`src/rtl/bit_serializer.sv`:
```
// bit_serializer: parallel-to-serial front end for the serial sequence detector.
// Accepts WIDTH-bit words over valid/ready and shifts them out one bit per clock.
// Back-to-back words form a gap-free stream so detector patterns may straddle
// a word boundary; with nothing in flight the serial line rests at IDLE_BIT.
module bit_serializer #(
    parameter int WIDTH     = 8,
    parameter bit MSB_FIRST = 1'b1,
    parameter bit IDLE_BIT  = 1'b0
) (
    input  logic             clk,
    input  logic             rst,
    input  logic [WIDTH-1:0] din,
    input  logic             din_valid,
    output logic             din_ready,
    output logic             x,
    output logic             x_valid,
    output logic             x_last,
    output logic             busy
);

    localparam int CNT_W = (WIDTH > 1) ? $clog2(WIDTH) : 1;
    localparam logic [CNT_W-1:0] CNT_LAST   = CNT_W'(WIDTH - 1);
    localparam logic [CNT_W-1:0] CNT_PENULT = CNT_W'(WIDTH - 2);
    localparam logic [WIDTH-1:0] IDLE_WORD  = {WIDTH{IDLE_BIT}};

    typedef enum logic {
        IDLE  = 1'b0,
        SHIFT = 1'b1
    } state_t;

    state_t           state_q;
    logic [CNT_W-1:0] cnt_q;
    logic [WIDTH-1:0] sreg_q;
    logic [WIDTH-1:0] sreg_d;
    logic             x_q;
    logic             x_valid_q;
    logic             x_last_q;
    logic             accept;

    // The bit that goes on the line first for a given word in transmit order.
    function automatic logic headBit(input logic [WIDTH-1:0] word);
        return MSB_FIRST ? word[WIDTH-1] : word[0];
    endfunction

    // Ready while idle or while the last bit of the current word is on the line.
    // Held low throughout reset so nothing is ever taken while rst is asserted.
    assign din_ready = rst && ((state_q == IDLE) || (cnt_q == CNT_LAST));
    assign accept    = din_valid && din_ready;

    // Shift register advanced by one position, vacated end filled with the idle level.
    always_comb begin
        sreg_d = sreg_q;
        if (MSB_FIRST) begin
            sreg_d = {sreg_q[WIDTH-2:0], IDLE_BIT};
        end else begin
            sreg_d = {IDLE_BIT, sreg_q[WIDTH-1:1]};
        end
    end

    // Control FSM: loads, shifts, reloads back-to-back and returns to idle, with registered outputs.
    always_ff @(posedge clk or negedge rst) begin
        if (!rst) begin
            state_q   <= IDLE;
            cnt_q     <= '0;
            sreg_q    <= IDLE_WORD;
            x_q       <= IDLE_BIT;
            x_valid_q <= 1'b0;
            x_last_q  <= 1'b0;
        end else begin
            case (state_q)
                IDLE: begin
                    if (accept) begin
                        state_q   <= SHIFT;
                        cnt_q     <= '0;
                        sreg_q    <= din;
                        x_q       <= headBit(din);
                        x_valid_q <= 1'b1;
                        x_last_q  <= 1'b0;
                    end
                end
                SHIFT: begin
                    if (cnt_q != CNT_LAST) begin
                        cnt_q     <= cnt_q + CNT_W'(1);
                        sreg_q    <= sreg_d;
                        x_q       <= headBit(sreg_d);
                        x_valid_q <= 1'b1;
                        x_last_q  <= (cnt_q == CNT_PENULT);
                    end else if (accept) begin
                        cnt_q     <= '0;
                        sreg_q    <= din;
                        x_q       <= headBit(din);
                        x_valid_q <= 1'b1;
                        x_last_q  <= 1'b0;
                    end else begin
                        state_q   <= IDLE;
                        cnt_q     <= '0;
                        sreg_q    <= IDLE_WORD;
                        x_q       <= IDLE_BIT;
                        x_valid_q <= 1'b0;
                        x_last_q  <= 1'b0;
                    end
                end
                default: begin
                    state_q   <= IDLE;
                    cnt_q     <= '0;
                    sreg_q    <= IDLE_WORD;
                    x_q       <= IDLE_BIT;
                    x_valid_q <= 1'b0;
                    x_last_q  <= 1'b0;
                end
            endcase
        end
    end

    assign x       = x_q;
    assign x_valid = x_valid_q;
    assign x_last  = x_last_q;
    assign busy    = x_valid_q;

endmodule
```
`config.mk`:
```
export PLATFORM = sky130hd
export DESIGN_NAME = bit_serializer
export DESIGN_NICKNAME = d
export VERILOG_FILES = /design/src/rtl/bit_serializer.sv
export SDC_FILE = /design/constraint.sdc
export NUM_CORES = 1
export LEC_CHECK = 0
export ABC_CLOCK_PERIOD_IN_PS = 2500
export BUFFER_PORTS_ARGS = -buffer_cell sky130_fd_sc_hd__buf_4
export CORE_MARGIN = 8
export CORE_UTILIZATION = 54
export DETAILED_ROUTE_END_ITERATION = 12
export PLACE_DENSITY = 0.8
export REMOVE_ABC_BUFFERS = 1
export SYNTH_ARGS = -nofsm -noshare
export SYNTH_HDL_FRONTEND = slang
export SYNTH_SLANG_ARGS = --single-unit
```
`constraint.sdc`:
```
create_clock -name clk -period 2.5 [get_ports clk]
set_input_delay 0.375 -clock clk [delete_from_list [all_inputs] [get_ports clk]]
set_output_delay 0.375 -clock clk [all_outputs]
set_load 0.03 [all_outputs]
```
==> results of run 1 <==
## state kept, by name, indices dropped and copies added (netlist names)
name     count
cnt_q        3
state_q      1
busy         1
x_last       1
sreg_q       7
x            1
## worst min-delay path, cell delays in order
cell     delay, ns
buf_4         0.08
nand3_1       0.07
o21ai_0       0.08
## kinds of logic after synthesis
family                     count (synthesis)  share of synthesized area, %
muxes                                      9                          12.6
DFF                                       14                          48.9
AOI/OAI and AO/OA                         18                          16.2
and+or+nand+nor                           15                          10.5
buffers and inverters                      7                          6.63
adders and majority gates                  3                          5.24
## power groups by stage
| stage | Sequential, mW | Combinational, mW | Clock [mW] |
|---|---|---|---|
| after global placement | 0.401 | 0.355 | 0 |
| final | 0.403 | 0.366 | 0.161 |
| after global routing | 0.419 | 0.411 | 0.171 |
| after detailed placement | 0.405 | 0.367 | 0 |
| after CTS | 0.400 | 0.370 | 0.164 |
| after floorplan | 0.426 | 0.214 | 0 |
## per-stage QoR
| step | power [mW] | setup slack (ns) | instances |
|---|---|---|---|
| after global placement | 0.755 | 0.694 | 90 |
| final | 0.930 | 0.286 | 95 |
| after CTS | 0.934 | 0.311 | 95 |
| after global routing | 1.00 | 0.213 | 95 |
| after detailed placement | 0.772 | 0.634 | 90 |
| after floorplan | 0.641 | 0.833 | 60 |
## final cells by class
class	count	area share, %
multi-input combinational	45	37.5
timing repair buffer	16	14.4
tap	15	2.21
clock buffer	4	4.26
inverter	1	0.441
sequential	14	41.2
## worst paths after layout
| check | startpoint | to | slack [ns] | cells after the start |
|---|---|---|---|---|
| worst max-delay path | cnt_q[0]$_DFFE_PN0P_ | din_ready | 0.29 | 5 |
| worst min-delay path | din[0] | sreg_q[0]$_DFFE_PN0P_ | 0.36 | 3 |
| worst max register to register | cnt_q[0]$_DFFE_PN0P_ | x_last$_DFFE_PN0P_ | 0.73 | 5 |
| worst min register to register | sreg_q[3]$_DFFE_PN0P_ | sreg_q[4]$_DFFE_PN0P_ | 0.51 | 2 |
| max in group asynchronous | rst | sreg_q[3]$_DFFE_PN0P_ | 1.84 | 2 |
| min in group asynchronous | rst | cnt_q[1]$_DFFE_PN0P_ | 0.49 | 2 |
## layout by cell type (no fill, tap or decap), drive strengths merged
master	count
a32oi	7
and2	2
buf	15
clkbuf	4
dfrtp	14
dlygate4sd3	1
ha	3
inv	1
mux2i	9
nand2	6
nand2b	2
nand3	3
nor2b	1
o21ai	11
or3	1
## layer usage
metal,up-vias,part of all wire [%],global-route usage [%],wire (µm)
met5,-,0,0,0
met4,0,2.0,8.19,27
met3,4,5.2,3.69,71
met2,15,46,16.4,629
met1,250,47,13.2,637
li1,267,-,-,-
## repair_timing
item / CTS / global route
hold endpoints to repair: 14 / 0
gates resized for setup: 0 / 0
hold buffers: 1 / 0
==> metrics.md, run 1 <==
| Metric | Value |
|---|---|
| Num rows | 13 |
| Fraction of layout cells with a size suffix above 1 | 23.8% |
| Synth area leader | dfrtp_1 |
| Crit-path slowest cell | dfrtp_1 |
| DR DRC count | 0 |
| Layout area overhead | 18.7% |
| Cell Chain, Critical Path | ha_1 > ha_1 > nand2b_1 > and2_1 > buf_4 |
| Cell Int Power | 562 µW |
| Post-route cell area | 851 µm² |
| Max-cap violations | 0 |
| Final worst path period share | 88.6% |
| Crit path time final | about 2.2 ns |
| Most frequent cells after synthesis | 14 x dfrtp_1, 9 x mux2i_1, 7 x a32oi_1, 7 x o21ai_1, 6 x nand2_1 |
| GPL Wtd Cong | 0.681 |
| Distinct cells, synth | 17 |
| Root Driver | clkbuf_4 |
| Clock Power Share | 17.3% |
| PwrDens | 1090 nW/µm² |
| Crit path buf inv count | 1 |
| GRT overflow | 0 |
| RSZ-0062 raised after global routing | false |
| Final antenna-violating net count | 0 |
| Post-synth ARST share | 100% |
| #FFs+latches synth | 14 |
| Clock sink total | 14 |
| Die Width | around 52 µm |
| Hold Vio Cnt, Final | 0 |
| Die area | 2750 µm² |
| Vias per Instance | 5.64 |
| Die Y | around 52 µm |
| Sequential power share | 43.4% |
| Logic gate share of total power | between 30% and 40% |
| CP most frequent cell | ha_1 |
| Relative max-transition margin | 61.0% |
| Vias in the first global route | 538 |
| Initial Util | 56.5% |
| Port bufs | 15 |
| Setup violators final | 0 |
| CP Class | reg2out |
| Fillers | between 100 and 150 |
| Clock Pin Slew Worst Setup and Hold Paths | 0.08 ns |
| Area share of the largest cell type after synthesis | 48.9% |
| Startpoint Class | flop |
| CTS tree | done |
| Cell count after synthesis | 66 |
| Final nets | 95 |
| Critical Path RT | 2.12 ns |
| Net Sw Frac | roughly 40% |
| Final Max Slew Viols | 0 |
| LEAKAGE | 0.399 nW |
| Final WL | 1.37 mm |
| Global Route Usage Sum | 11.2% |
| Worst Path Max Fanout | 10 |
| Register area share after synthesis | 48.9% |
| Avg Inst Size Synth | around 11 µm² |
| Pre-antenna DRT Iters | 4 |
| Status | complete, no violations |
| Worst-margin pin slew | 0.583 ns |
| Post-detail-place hpwl | 954 µm |
| Pin count of the biggest net entering global routing | 18 |
| Clk Latency, worst-skew pair | 0.28 ns |
| Post-Route Utilization | 67.1% |
| Hold Slack | 0.362 ns |
| Final TNS setup | 0 ns |
| Final Skew | 0.00486 ns |
| Top-count cell post-synth | dfrtp_1 |
| Core Region | 1270 µm² |
| CP Capture Type | output pin |
| Post-synth EDFFs | 0 |
| Worst path top cell family by delay | adder cells |
| Fmax | about 450 MHz |
| Max VDD drop | just over 700 µV |
| Register area | 350 µm² |
| Synthesized cell area | between 700 and 800 µm² |
| P_sw | about 370 µW |
| Min-Delay Path Class | in2reg |
| YS warnings | 0 |
| Initial DRC Count | 6 |
| Slowest stage delay, CP | 0.42 ns |
| Multi-input gate area | 319 µm² |
| Initial antenna violation count | 0 |
| H-tree levels | 1 |
| First-pass GRT wire length | roughly 2.3 mm |
| Dpl cell area | 805 µm² |
| Number of I/O pins | 16 |
| Diode count | 0 |
| Synth top area cells | dfrtp_1 49%, mux2i_1 13%, a32oi_1 8.6% |
| Cts bufs inserted | 3 |
| Setup bufs post-CTS | 0 |
| Longest Clk Path Bufs | 2 |
| Main flop type after synthesis | dfrtp_1 |
| Crit path arrival time | 1.84 ns |
| Via count | 536 |
| Routed len/inst | 14.4 µm |
Power figures use the tool's default switching activity.
==> run 2: changes to the inputs <==
BUFFER_PORTS_ARGS = unset   (was -buffer_cell sky130_fd_sc_hd__buf_4)
CORE_AREA = 8 8 45 47   (was unset)
CORE_MARGIN = unset   (was 8)
CORE_UTILIZATION = unset   (was 54)
DIE_AREA = 0 0 53 55   (was unset)
DONT_BUFFER_PORTS = 1   (was unset)
PLACE_DENSITY = 0.69   (was 0.8)
==> metrics.md, run 2 (synthesis gave the netlist of run 1 again) <==
| Metric | Value |
|---|---|
| Status | complete, no violations |
| Min-Delay Path Class | in2reg |
| DR DRC count | 0 |
| Clock Pin Slew Worst Setup and Hold Paths | 0.08 ns |
| Layout area overhead | 1.22% |
| Final WL | 1.28 mm |
| Hold Vio Cnt, Final | 0 |
| Via count | 468 |
| Pre-antenna DRT Iters | 3 |
| Root Driver | clkbuf_4 |
| Worst Path Max Fanout | 10 |
| Max reg flops | 7 |
| Cts bufs inserted | 3 |
| Pin count of the biggest net entering global routing | 17 |
| Worst-margin pin slew | approximately 0.6 ns |
| Final nets | 80 |
| Setup bufs post-CTS | 0 |
| Setup violators final | 0 |
| Most frequent cells in the layout | 14 x dfrtp_1, 9 x mux2i_1, 7 x a32oi_1, 7 x o21ai_1, 6 x nand2_1 |
| Relative max-transition margin | 59.9% |
| Most common cell after layout, fill and taps aside | dfrtp_1 |
| Critical Path RT | ~2.1 ns |
| RSZ-0062 raised after global routing | false |
| Post_cts resized | 0 |
| Final Max Slew Viols | 0 |
| Global Route Usage Sum | 9.08% |
| Final worst path period share | 82.4% |
| Final antenna-violating net count | 0 |
| Startpoint Class | flop |
| Largest regs | sreg_q (7), cnt_q (3) |
| Vias per Instance | 5.85 |
| Post-CTS Hold Fix Bufs | 1 |
| H-tree levels | 1 |
| Longest Clk Path Bufs | 2 |
| First-pass GRT wire length | 1.95 mm |
| Largest Register | sreg_q |
| Core Region | 1380 µm² |
| GPL Wtd Cong | around 0.73 |
| PwrDens | 1140 nW/µm² |
| Vias in the first global route | 437 |
| Crit path arrival time | 1.69 ns |
| Crit path time final | just over 2 ns |
| Fmax | 485 MHz |
| Port bufs | 0 |
| Final TNS setup | 0 ns |
| CP Capture Type | output pin |
| Post-detail-place hpwl | 895 µm |
| Max VDD drop | 660 µV |
| CP Class | reg2out |
| Clk Latency, worst-skew pair | 0.27 ns |
| Clock sink total | 14 |
| LEAKAGE | around 0.32 nW |
| Number of I/O pins | 16 |
| Final total power | ~830 µW |
| Die Width | between 50 and 60 µm |
| Initial DRC Count | 5 |
| R2R setup slack | 0.78 ns |
| Final Skew | 0.00495 ns |
| Die area | ~2900 µm² |
| CTS tree | done |
| Initial antenna violation count | 0 |
| Initial Util | 51.8% |
| Die Y | 55 µm |
| Routed len/inst | around 16 µm |
| Diode count | 0 |
| Fraction of layout cells with a size suffix above 1 | roughly 4.7% |
| Num rows | 14 |
| GRT overflow | 0 |
| Max-cap violations | 0 |
==> run 2: cell types whose count changed in the layout (fill, tap and decap cells not counted), sizes merged <==
cell    previous run  this run
buf               15         0
clkbuf             4         3
==> run 2: through the flow <==
stage / hold WS (ns) / worst slack (ns) / utilization [%] / instances / cell area, µm²
detailed placement: 0.0798 / 0.725 / 50.1 / 76 / 693
CTS: 0.262 / 0.422 / 52.4 / 80 / 726
finish: 0.274 / 0.440 / 52.4 / 80 / 726
global placement: 0.0798 / 0.740 / 50.1 / 76 / 693
floorplan: 0.0794 / 0.833 / - / 60 / 673
global route: 0.252 / 0.350 / 52.4 / 80 / 726
==> run 2: path summary, 6_finish.rpt <==
path                                       startpoint                    end  depth (start not counted)
min in group asynchronous                         rst  sreg_q[5]$_DFFE_PN0P_                          1
worst max register to register   cnt_q[0]$_DFFE_PN0P_     x_last$_DFFE_PN0P_                          5
worst max-delay path             cnt_q[0]$_DFFE_PN0P_              din_ready                          4
worst min-delay path                           din[0]  sreg_q[0]$_DFFE_PN0P_                          2
worst min register to register  sreg_q[6]$_DFFE_PN0P_          x$_DFFE_PN0P_                          2
max in group asynchronous                         rst  sreg_q[6]$_DFFE_PN0P_                          1
==> run 2: report_power, final <==
| part | internal (mW) | switching [mW] | total, mW |
|---|---|---|---|
| sequential | 0.317 | 0.129 | 0.446 |
| clock | 0.0557 | 0.0625 | 0.118 |
| combinational | 0.113 | 0.150 | 0.263 |
| total | 0.486 | 0.341 | 0.827 |
==> run 2: metal layers <==
layer / track usage, % / vias up / routed length, µm
met5: 0 / - / 0
met4: 6.47 / 0 / 10
met3: 3.74 / 2 / 110
met2: 13.7 / 8 / 593
met1: 10.3 / 219 / 568
li1: - / 239 / -
==> run 2: final cells by class <==
type                            instances  area (µm²)
Multi-Input combinational cell         45         319
Clock buffer                            3        22.5
Fill cell                             127         658
Tap cell                               16        20.0
Sequential cell                        14         350
Inverter                                1        3.75
Timing Repair Buffer                    1        10.0
==> run 2: critical path, cell delays in order, from the launching register on <==
cell	delay, ns
dfrtp_1	0.40
ha_1	0.20
ha_1	0.29
nand2b_1	0.23
and2_1	0.30
==> run 3: changes to the inputs <==
ABC_AREA = 1   (was unset)
ABC_CLOCK_PERIOD_IN_PS = 1900   (was 2500)
PLACE_DENSITY = 0.68   (was 0.69)
clock period = 1.9 ns   (was 2.5 ns; I/O delays follow)
==> metrics.md, run 3 <==
| Metric | Value |
|---|---|
| Global Route Usage Sum | 11.2% |
| Initial Util | 50.8% |
| Relative max-transition margin | about three fifths |
| CP Class | reg2out |
| HP Start | din[0] |
| YS warnings | 0 |
| Port bufs | 0 |
| Hold Crit Depth | 2 |
| GRT overflow | 0 |
| Largest Register | sreg_q |
| Hold Slack | 0.135 ns |
| Post-Route Utilization | ~53% |
| Number of I/O pins | 16 |
| Cell count after synthesis | 75 |
| Final worst path period share | 93.7% |
| Die Y | 55 µm |
| Most common cell after layout, fill and taps aside | nand3_1 |
| Post-route cell area | 732 µm² |
| Vias per Instance | between 5 and 6 |
| R2R cell count | 8 |
| Hold Vio Cnt, Final | 0 |
| Final TNS setup | 0 ns |
| Die Width | approximately 53 µm |
| #FFs+latches synth | 14 |
| Clock Pin Slew Worst Setup and Hold Paths | 0.09 ns |
| Max VDD drop | approximately 730 µV |
| Worst reg2reg path startpoint | cnt_q[0]$_DFFE_PN0P_ |
| Worst Path Max Fanout | 10 |
| Startpoint Class | flop |
| Root Driver | clkbuf_4 |
| Max-cap violations | 0 |
| H-tree levels | 1 |
| Min-Delay Path Class | in2reg |
| Diode count | 0 |
| Avg Inst Size Synth | 9.38 µm² |
| Worst setup margin | around 0.12 ns |
| Placed cells | 86 |
| Hold endpoint | sreg_q[0]$_DFFE_PN0P_ |
| CTS tree | done |
| Status | complete, no violations |
| Max reg flops | 7 |
| Setup violators final | 0 |
| Largest regs | sreg_q (7), cnt_q (3) |
| Synthesized cell area | 703 µm² |
| Initial DRC Count | 13 |
| Core Region | 1380 µm² |
| R2r endpoint | sreg_q[0]$_DFFE_PN0P_ |
| Num rows | 14 |
| R2R setup slack | 0.47 ns |
| Final total power | 1.17 mW |
| Pre-antenna DRT Iters | 4 |
| DR DRC count | 0 |
| LEAKAGE | 0.350 nW |
| Top-count cell post-synth | nand3_1 |
| Final nets | 90 |
| Most frequent cells in the layout | 21 x nand3_1, 14 x dfrtp_1, 13 x nand2_1 |
| Clk Latency, worst-skew pair | 0.28 ns |
| Fraction of layout cells with a size suffix above 1 | 10.7% |
| Final Max Slew Viols | 0 |
| Final antenna-violating net count | 0 |
| Post-synth ARST share | 100% |
| Vias in the first global route | approximately 550 |
| Fillers | 122 |
| CP Capture Type | output pin |
| Area share of the largest cell type after synthesis | 49.8% |
| GPL Wtd Cong | 0.747 |
| Main flop type after synthesis | dfrtp_1 |
| Register area share after synthesis | 49.8% |
| RSZ-0062 raised after global routing | false |
| PwrDens | 1600 nW/µm² |
| Critical Path RT | roughly 1.6 ns |
| Most frequent cells after synthesis | 21 x nand3_1, 14 x dfrtp_1, 13 x nand2_1 |
| Synth top area cells | dfrtp_1 50%, nand3_1 15%, nand2_1 6.9% |
| Routed len/inst | 15.3 µm |
| Crit path arrival time | 1.50 ns |
| Fmax | 562 MHz |
| Synth area leader | dfrtp_1 |
| First-pass GRT wire length | ~2.4 mm |
| Post-synth EDFFs | 0 |
| DP Worst Slack | 0.337 ns |
| Dpl cell area | ~680 µm² |
| Clock sink total | 14 |
| Initial antenna violation count | 0 |
| Distinct cells, synth | 14 |
| Post-detail-place hpwl | 930 µm |
| Final cell count without fillers | 91 |
| Longest Clk Path Bufs | 2 |
| Worst-margin pin slew | 0.618 ns |
| Final Skew | roughly 0.0075 ns |
| Layout area overhead | 4.09% |
| Die area | 2920 µm² |
| Pin count of the biggest net entering global routing | 15 |
| Crit path time final | 1.78 ns |
| Final WL | 1.39 mm |
| Via count | 519 |
| Cts bufs inserted | 3 |
run 3: worst max path at each step:
stage,from,to,depth (start not counted)
after global routing,cnt_q[0]$_DFFE_PN0P_,din_ready,6
after global placement,cnt_q[0]$_DFFE_PN0P_,din_ready,6
after floorplan,cnt_q[0]$_DFFE_PN0P_,din_ready,6
after CTS,cnt_q[0]$_DFFE_PN0P_,din_ready,6
final,cnt_q[0]$_DFFE_PN0P_,din_ready,6
after detailed placement,cnt_q[0]$_DFFE_PN0P_,din_ready,6
run 3: area by class of cell:
cell class                      instances  area [µm²]  share of cell area, %
Sequential cell                        14         350                   47.9
Multi-Input combinational cell         50         290                   39.7
Inverter                                6        25.0                   3.42
Clock buffer                            4        36.3                   4.96
Timing Repair Buffer                    1        10.0                   1.37
Tap cell                               16        20.0                   2.74
run 3: cell families (layout without fill, tap and decap cells):
family | Yosys count | in the layout | share of synthesized area [%]
buffers and inverters | 11 | 11 | 9.61
DFF | 14 | 14 | 49.8
adders and majority gates | 3 | 3 | 5.34
AOI/OAI and AO/OA | 3 | 3 | 2.13
and+or+nand+nor | 44 | 44 | 33.1
run 3: critical path, cell delays in order (launching register included):
cell     delay, ns
dfrtp_1       0.41
ha_1          0.21
ha_1          0.17
inv_1         0.08
nand2_4       0.11
inv_4         0.14
nor2_4        0.08
run 3: repair_timing:
action	CTS	global route
setup buffers	0	0
resized for setup	0	2
hold buffers	1	0
endpoints found under the setup margin	0	1
hold endpoints to repair	14	0
run 3: report_power, final:
| part | total [mW] | switching (mW) | internal [mW] |
|---|---|---|---|
| sequential | 0.574 | 0.156 | 0.419 |
| combinational | 0.380 | 0.255 | 0.126 |
| clock | 0.215 | 0.0988 | 0.117 |
run 3: layer usage:
metal,up-vias,GRT usage [%],share of wire (%)
li1,261,-,-
met1,238,14.1,44
met2,15,15.6,45
met3,5,4.55,8.5
met4,0,6.47,2.4
met5,-,0,0
